$ cat src/rtl/hier_rr_arbiter_if.sv
// hier_rr_arbiter_if: request/grant bundle between a hierarchy level's
// requesters (master side) and the shared-resource arbiter (slave side).
interface hier_rr_arbiter_if #(
    parameter int N_REQ = 15,
    parameter int ID_W  = 5
) ();
    logic             en;
    logic [N_REQ-1:0] req;
    logic [N_REQ-1:0] gnt;
    logic             gnt_valid;
    logic [ID_W-1:0]  gnt_id;
    logic             timeout_pulse;

    modport master (
        output en, req,
        input  gnt, gnt_valid, gnt_id, timeout_pulse
    );

    modport slave (
        input  en, req,
        output gnt, gnt_valid, gnt_id, timeout_pulse
    );
endinterface

$ cat src/rtl/hier_rr_arbiter.sv
// hier_rr_arbiter: round-robin arbiter sharing one downstream resource among
// N_REQ sibling requesters. Registered one-hot grant held until the owner drops
// its request, followed by exactly one dead (RECOVER) cycle before the next
// owner. Optional forced release after MAX_HOLD cycles is compiled in when the
// macro HIER_ARB_TIMEOUT_EN is defined; otherwise timeout_pulse is tied low.
module hier_rr_arbiter #(
    parameter int N_REQ    = 15,
    parameter int ID_W     = 5,
    parameter int MAX_HOLD = 16
) (
    input  logic                 clk_i,
    input  logic                 rst_i,
    hier_rr_arbiter_if.slave     arb
);

    // Elaboration-time parameter legality checks.
    if (N_REQ < 2 || N_REQ > 32) begin : g_bad_n_req
        $error("hier_rr_arbiter: N_REQ must be in 2..32");
    end
    if ((1 << ID_W) < N_REQ) begin : g_bad_id_w
        $error("hier_rr_arbiter: ID_W too narrow for N_REQ");
    end
    if (MAX_HOLD < 2 || MAX_HOLD > 255) begin : g_bad_max_hold
        $error("hier_rr_arbiter: MAX_HOLD must be in 2..255");
    end

    typedef enum logic [1:0] {
        S_IDLE    = 2'd0,
        S_GRANT   = 2'd1,
        S_RECOVER = 2'd2
    } state_t;

    state_t           state_q, state_d;
    logic [N_REQ-1:0] gnt_q, gnt_d;
    logic [ID_W-1:0]  gnt_id_q, gnt_id_d;
    logic [ID_W-1:0]  ptr_q, ptr_d;
`ifdef HIER_ARB_TIMEOUT_EN
    logic [7:0]       hold_cnt_q, hold_cnt_d;
    logic             timeout_q, timeout_d;
`endif

    logic [N_REQ-1:0] upper_mask;
    logic [N_REQ-1:0] masked_req;
    logic [N_REQ-1:0] pool;
    logic [N_REQ-1:0] win_vec;
    logic [ID_W-1:0]  win_id;
    logic [ID_W-1:0]  next_ptr;
    logic             owner_req;
    logic             can_grant;

    // Bits at or above the priority pointer form the first search window.
    for (genvar gi = 0; gi < N_REQ; gi++) begin : g_mask
        assign upper_mask[gi] = (ID_W'(gi) >= ptr_q);
    end

    // Circular search: lowest set request at/after ptr, else lowest overall.
    always_comb begin
        masked_req = arb.req & upper_mask;
        pool       = (|masked_req) ? masked_req : arb.req;
        win_vec    = pool & (~pool + N_REQ'(1));
        win_id     = '0;
        for (int i = N_REQ - 1; i >= 0; i--) begin
            if (pool[i]) begin
                win_id = ID_W'(i);
            end
        end
    end

    // The owner's request is picked out with the one-hot grant itself.
    assign owner_req = |(arb.req & gnt_q);
    assign can_grant = arb.en && (|arb.req);
    assign next_ptr  = (gnt_id_q == ID_W'(N_REQ - 1)) ? '0 : gnt_id_q + ID_W'(1);

    // Next-state and next-grant decision for the three-state controller.
    always_comb begin
        state_d  = state_q;
        gnt_d    = gnt_q;
        gnt_id_d = gnt_id_q;
        ptr_d    = ptr_q;
`ifdef HIER_ARB_TIMEOUT_EN
        hold_cnt_d = hold_cnt_q;
        timeout_d  = 1'b0;
`endif
        case (state_q)
            S_IDLE, S_RECOVER: begin
                if (can_grant) begin
                    state_d  = S_GRANT;
                    gnt_d    = win_vec;
                    gnt_id_d = win_id;
`ifdef HIER_ARB_TIMEOUT_EN
                    hold_cnt_d = 8'd0;
`endif
                end else begin
                    state_d = S_IDLE;
                end
            end
            S_GRANT: begin
`ifdef HIER_ARB_TIMEOUT_EN
                if (hold_cnt_q != 8'hFF) begin
                    hold_cnt_d = hold_cnt_q + 8'd1;
                end
`endif
                if (!owner_req) begin
                    state_d = S_RECOVER;
                    gnt_d   = '0;
                    ptr_d   = next_ptr;
                end
`ifdef HIER_ARB_TIMEOUT_EN
                else if (hold_cnt_q == 8'(MAX_HOLD - 1)) begin
                    state_d   = S_RECOVER;
                    gnt_d     = '0;
                    ptr_d     = next_ptr;
                    timeout_d = 1'b1;
                end
`endif
            end
            default: begin
                state_d = S_IDLE;
                gnt_d   = '0;
            end
        endcase
    end

    // State and grant registers; reset clears any grant immediately.
    always_ff @(posedge clk_i or posedge rst_i) begin
        if (rst_i) begin
            state_q  <= S_IDLE;
            gnt_q    <= '0;
            gnt_id_q <= '0;
            ptr_q    <= '0;
`ifdef HIER_ARB_TIMEOUT_EN
            hold_cnt_q <= 8'd0;
            timeout_q  <= 1'b0;
`endif
        end else begin
            state_q  <= state_d;
            gnt_q    <= gnt_d;
            gnt_id_q <= gnt_id_d;
            ptr_q    <= ptr_d;
`ifdef HIER_ARB_TIMEOUT_EN
            hold_cnt_q <= hold_cnt_d;
            timeout_q  <= timeout_d;
`endif
        end
    end

    assign arb.gnt       = gnt_q;
    assign arb.gnt_valid = |gnt_q;
    assign arb.gnt_id    = gnt_id_q;
`ifdef HIER_ARB_TIMEOUT_EN
    assign arb.timeout_pulse = timeout_q;
`else
    assign arb.timeout_pulse = 1'b0;
`endif

endmodule
$ cat src/flat_wrapper.sv
// flat-port wrapper written by rule: the top's interface ports become plain ports
module hier_rr_arbiter_flat 
#(
    parameter int N_REQ    = 15,
    parameter int ID_W     = 5,
    parameter int MAX_HOLD = 16
)
  (clk_i, rst_i, arb_en, arb_req, arb_gnt, arb_gnt_valid, arb_gnt_id, arb_timeout_pulse);
  hier_rr_arbiter_if #(.N_REQ(N_REQ), .ID_W(ID_W)) arb_i ();
  input  logic clk_i;
  input  logic rst_i;
  input wire logic [$bits(arb_i.en)-1:0] arb_en;
  input wire logic [$bits(arb_i.req)-1:0] arb_req;
  output wire logic [$bits(arb_i.gnt)-1:0] arb_gnt;
  output wire logic [$bits(arb_i.gnt_valid)-1:0] arb_gnt_valid;
  output wire logic [$bits(arb_i.gnt_id)-1:0] arb_gnt_id;
  output wire logic [$bits(arb_i.timeout_pulse)-1:0] arb_timeout_pulse;
  assign arb_i.en = arb_en;
  assign arb_i.req = arb_req;
  assign arb_gnt = arb_i.gnt;
  assign arb_gnt_valid = arb_i.gnt_valid;
  assign arb_gnt_id = arb_i.gnt_id;
  assign arb_timeout_pulse = arb_i.timeout_pulse;
  hier_rr_arbiter #(.N_REQ(N_REQ), .ID_W(ID_W), .MAX_HOLD(MAX_HOLD)) u_core (.clk_i(clk_i), .rst_i(rst_i), .arb(arb_i));
endmodule
$ cat config.mk
export PLATFORM = sky130hd
export DESIGN_NAME = hier_rr_arbiter_flat
export DESIGN_NICKNAME = d
export VERILOG_FILES = /design/src/rtl/hier_rr_arbiter_if.sv /design/src/rtl/hier_rr_arbiter.sv /design/src/flat_wrapper.sv
export SDC_FILE = /design/constraint.sdc
export NUM_CORES = 1
export LEC_CHECK = 0
export CORE_ASPECT_RATIO = 0.8
export CORE_MARGIN = 3
export CORE_UTILIZATION = 52
export DETAILED_ROUTE_END_ITERATION = 12
export PLACE_DENSITY = 0.79
export SYNTH_ARGS = -nofsm -noshare
export SYNTH_HDL_FRONTEND = slang
export SYNTH_SLANG_ARGS = --single-unit
export TNS_END_PERCENT = 5
$ cat constraint.sdc
create_clock -name clk_i -period 2.75 [get_ports clk_i]
set_input_delay 0.55 -clock clk_i [delete_from_list [all_inputs] [get_ports clk_i]]
set_output_delay 0.55 -clock clk_i [all_outputs]
set_load 0.01 [all_outputs]
# Yosys cells after proc, flatten, opt, wreduce, memory -nomap -nowiden
# Cells that the tools add are included.
# W data, S select, Z words.
# totals
register_bits	27
in_bits	18
out_inout_bits	22
elab_cells	64
# classes
add_sub_neg	2
order_cmp	15
n_eq_ne	5
muxes	23
n_bitwise	5
reduce_logical	10
# ops
operator	count
$mux W4	15
$reduce_or A15 Y1	4
$and A15 B15 Y15	3
$mux W15	3
$ge A4 B5 Y1 const A	7
$pmux W15 S2	1
$ge A3 B5 Y1 const A	4
$add A15 B1 Y15 const B	1
$not A15 Y15	1
$ge A1 B5 Y1 const A	2
$ge A2 B5 Y1 const A	2
$reduce_and A2 Y1	3
$add A5 B1 Y5 const B	1
$eq A5 B4 Y1 const B	1
$mux W5	1
$pmux W2 S2	1
$eq A2 B1 Y1 const B	1
$eq A2 B2 Y1 const B	1
$logic_not A2 Y1	1
$mux W2	1
$ne A2 B1 Y1 const B	1
$ne A2 B2 Y1 const B	1
$reduce_or A2 Y1	1
$logic_and A1 B1 Y1	1
other kinds (2)	2

# Depth between registers and ports, before layout
# depth
word_depth	19
mapped_depth	12
depth_no_buf	8

# Least setup slack after synthesis
# Ideal clock, no wire load.
# synth_timing
kind	in2reg
start	input port arb_req[11]
end	register u_core.gnt_id_q[0], in the netlist u_core.arb.gnt_id[0]
arrival_ns	2.325
required_time_ns	2.619
setup_slack_ns	0.293
cell_stages	11
path_buffers	3
path_cell_list	clkbuf_1 a2bb2oi_1 o21ai_0 o211ai_2 nor4_2 buf_6 buf_6 a21oi_1 nand4_1 a31oi_1 or3_1
# synth_between
elab_chain_len	17
# synth_rtl
element	line_no	source
start: declaration	flat_wrapper.sv:13	input wire logic [$bits(arb_i.req)-1:0] arb_req;
$and A15 B15 Y15	hier_rr_arbiter.sv:58	masked_req = arb.req & upper_mask;
$reduce_or A15 Y1	hier_rr_arbiter.sv:59	pool = (|masked_req) ? masked_req : arb.req;
$mux W15	hier_rr_arbiter.sv:59	
$mux W4 (14 in a row)	hier_rr_arbiter.sv:63	if (pool[i]) begin
end signal: assignment	hier_rr_arbiter.sv:138	gnt_id_q <= gnt_id_d;
end: declaration	hier_rr_arbiter.sv:35	logic [ID_W-1:0] gnt_id_q, gnt_id_d;
# Several ways; a longest one is shown, not always the timed one.
# A chain may end at the register's enable or synchronous reset.

# Final worst setup path
# layout_timing
start	input port arb_req[14]
end	register u_core.gnt_id_q[0], in the netlist u_core.arb.gnt_id[0]
# Same word-level chain as after synthesis.

==> key figures <==
Global routing
  – Pin count of the biggest net entering global routing: 27
  – Initial antenna violation count: 0
  – First-pass GRT wire length: between 10 and 15 mm
  – GRT Overall Usage: 33.6%
  – Vias in the first global route: 2,344
  – Remaining Overflow, GRT: 0

Floorplan
  – Die width: 75.8 µm
  – Core area: around 3600 µm²
  – Cell Rows: 19
  – Initial Utilization: 56.4%
  – Die area: 4680 µm²
  – # IOs: 40
  – DIE HEIGHT: a little over 60 µm

Placement
  – Port bufs: 37
  – Gpl congestion: 1.05
  – Placed insts: 375
  – DP HPWL: 5.69 mm

Clock tree
  – Worst skew pair latency: 0.28 ns
  – H-tree levels: 1
  – Post-CTS Hold Fix Bufs: 0
  – Clk pin slew, worst setup/hold paths: 0.10 ns
  – TritonCTS buffer count: 3
  – Root Buffer: clkbuf_8
  – Clk sinks: 26
  – CTS tree: done
  – CTS Buffer Depth: 2

Power and ir drop
  – Internal: 1.50 mW
  – Clock Power Share: 9.3%
  – Total power: roughly 2.8 mW
  – Max IR drop VDD: approximately 0.69 mV
  – Flop pwr share: 25.5%
  – Logic pwr share: 65.2%
  – Net switching power: 1.29 mW
  – Sw frac: 46.4%
  – Leak: 1.37 nW
  – PwrDens: ~900 nW/µm²

STA
  – Slew Viols, Final: 0
  – PnR worst setup slack: -0.206 ns
  – Max Fclk: 338 MHz
  – Final min period: 2.96 ns
  – Final setup viols: 4
  – Final Hold Viols: 0
  – Final Skew: 0.00807 ns
  – Tcrit/Tclk final: 107%

Critical path
  – R2R depth: 10
  – FF-to-FF setup slack: -0.18 ns
  – Critical path cell sequence: clkdlybuf4s50_1 > a22oi_1 > o21ai_2 > nor4_4 > buf_4 > a21oi_1 > or4_1 > a31oi_1 > or3_1
  – Worst endpoint data arrival time: 3.18 ns
  – Critical R2R Launch: u_core.ptr_q[2]
  – Slowest stage delay, CP: 0.56 ns
  – WS Path Type: in -> reg
  – Critical Path Sink Type: flip-flop
  – Crit-path slowest cell: or4_1
  – R2R Path End: u_core.arb.gnt_id[0]
  – CP required: 2.98 ns
  – Worst setup SP type: input pin
  – Top fanout value on the critical path: 6

Logic synthesis
  – Main synth FF type: dfrtp_1
  – Synth cell count leaders: dfrtp_1 (26), nand2_1 (26), nor2_1 (21)
  – Post-synth EDFFs: 0
  – Post-Synthesis Cell Area: 2020 µm²
  – Top cells by area, synth: dfrtp_1 (32%), nand2_1 (4.8%), nor2_1 (3.9%)
  – Cells after Synth: about 240
  – Yosys top cell area share: 32.1%
  – Sequential-to-total area share from yosys stat: 32.1%
  – Netlist cell types: 60
  – Mean Syn Cell Area: roughly 8.4 µm²
  – Flops & latches, synth: 26
  – FFs w/ async S/R, synth: between 90% and 100%
  – Ys Warns: 0
  – Yosys top cell by area: dfrtp_1

Layout
  – Share of layout cells above drive strength 1: between 30% and 40%
  – Layout Cells excl Fill: 389
  – ANT cells: 0
  – Fin nets: 356
  – Area delta synth->final: 49.8%

Detailed routing
  – DR iter-0 viols: 469
  – DRT antenna net count: 0
  – DRT Wirelength: 8.47 mm
  – DR vias/cell: ~6.8
  – Via count: 2,662
  – Drt wl/cell: 21.8 µm
  – Pre-antenna DRT Iters: 8
  – Drt drc: 0

Worst hold path
  – HP Class: reg -> reg
  – Worst Hold Depth: 2
  – Worst min-delay path startpoint: u_core.arb.gnt[9]
  – Min-Delay Endpoint: u_core.arb.gnt[9]

Run status
  – Failing checks: negative setup slack
  – Status: finished, violations left

Run
  – Max-cap violation count: 0
==> final cells by class <==
type	count	area (µm²)
multi-input combinational	192	1310
inverter	9	33.8
tap	52	65.1
clock buffer	4	55.1
timing repair buffer	106	917
sequential	26	654
fill	212	557
==> cells in the final DEF, fill, tap and decap left out, types with 3 or more instances in the layout <==
cell type	n
buf_4	65
clkdlybuf4s50_1	32
nand2_1	26
dfrtp_1	23
nor2_1	20
o21ai_0	13
a21oi_1	12
a22oi_1	8
a22o_1	8
inv_1	7
nor4_1	6
o21ai_1	6
a21o_1	6
nor3_1	5
nand4_1	5
nand3_1	5
nand2b_1	4
and3_1	4
a31oi_1	4
clkbuf_8	4
dlymetal6s2s_1	4
dfrtp_2	3
==> per-layer routing <==
metal  GRT usage [%]  part of all wire, %
met1            45.7                   37
met2            51.1                   42
met3            6.91                   14
met4            16.5                  7.4
met5               0                    0
==> power by group through the flow <==
stage | Sequential, mW | Clock, mW | Combinational, mW
after floorplan | 0.611 | 0 | 0.942
after global placement | 0.703 | 0 | 1.51
after detailed placement | 0.712 | 0 | 1.54
after CTS | 0.702 | 0.258 | 1.59
after global routing | 0.723 | 0.269 | 1.93
final | 0.713 | 0.259 | 1.82
==> what timing repair did <==
action / CTS / global route
gates resized for setup: 5 / 20
setup buffers: 1 / 8
pin swaps: 5 / 10
endpoints found under the setup margin: 5 / 13
gates cloned: 0 / 1
==> metrics by stage <==
stage          TNS, ns  utilization [%]  setup WS, ns  area [µm²]  hold slack (ns)
5_1_grt         -0.284             84.5       -0.0993        3030            0.589
2_1_floorplan        0                -         0.293        2030            0.503
3_5_place_dp     -3.80             77.9        -0.403        2800            0.535
3_3_place_gp     -3.44             77.9        -0.380        2800            0.522
6_report        -0.258             84.5        -0.206        3030            0.554
4_1_cts              0             80.5       0.00122        2890            0.553
==> critical path: cells and delay by family <==
| kind | cells | cell delay, ns |
|---|---|---|
| AOI/OAI and AO/OA | 4 | 0.81 |
| buffers and inverters | 2 | 0.73 |
| and+or+nand+nor | 3 | 1.08 |
==> state kept, by name, indices dropped and copies added (netlist names) <==
register and cells:
u_core.arb.gnt 15, u_core.arb.gnt_id 4, u_core.ptr_q 5, u_core.state_q 2
==> cells by family after synthesis <==
| family | Yosys count | synth area share (%) |
|---|---|---|
| AO/OA/AOI/OAI | 88 | 32.5 |
| flip-flops | 26 | 32.1 |
| AND/OR/NAND/NOR | 100 | 26.3 |
| adder cells (fa/ha/maj) | 1 | 0.556 |
| multiplexers | 1 | 0.556 |
| buffers and inverters | 25 | 7.73 |
| other | 1 | 0.185 |
==> how the worst max path moves through the flow <==
stage	start	endpoint	slack (ns)
floorplan	arb_req[11]	u_core.arb.gnt_id[0]	0.29
global placement	arb_req[13]	u_core.arb.gnt[13]	-0.38
detailed placement	arb_req[13]	u_core.arb.gnt[14]	-0.40
CTS	arb_req[10]	u_core.arb.gnt_id[0]	0.001
global route	u_core.ptr_q[2]	u_core.arb.gnt_id[0]	-0.1
finish	arb_req[14]	u_core.arb.gnt_id[0]	-0.21
(Power assumes the default switching activity.)
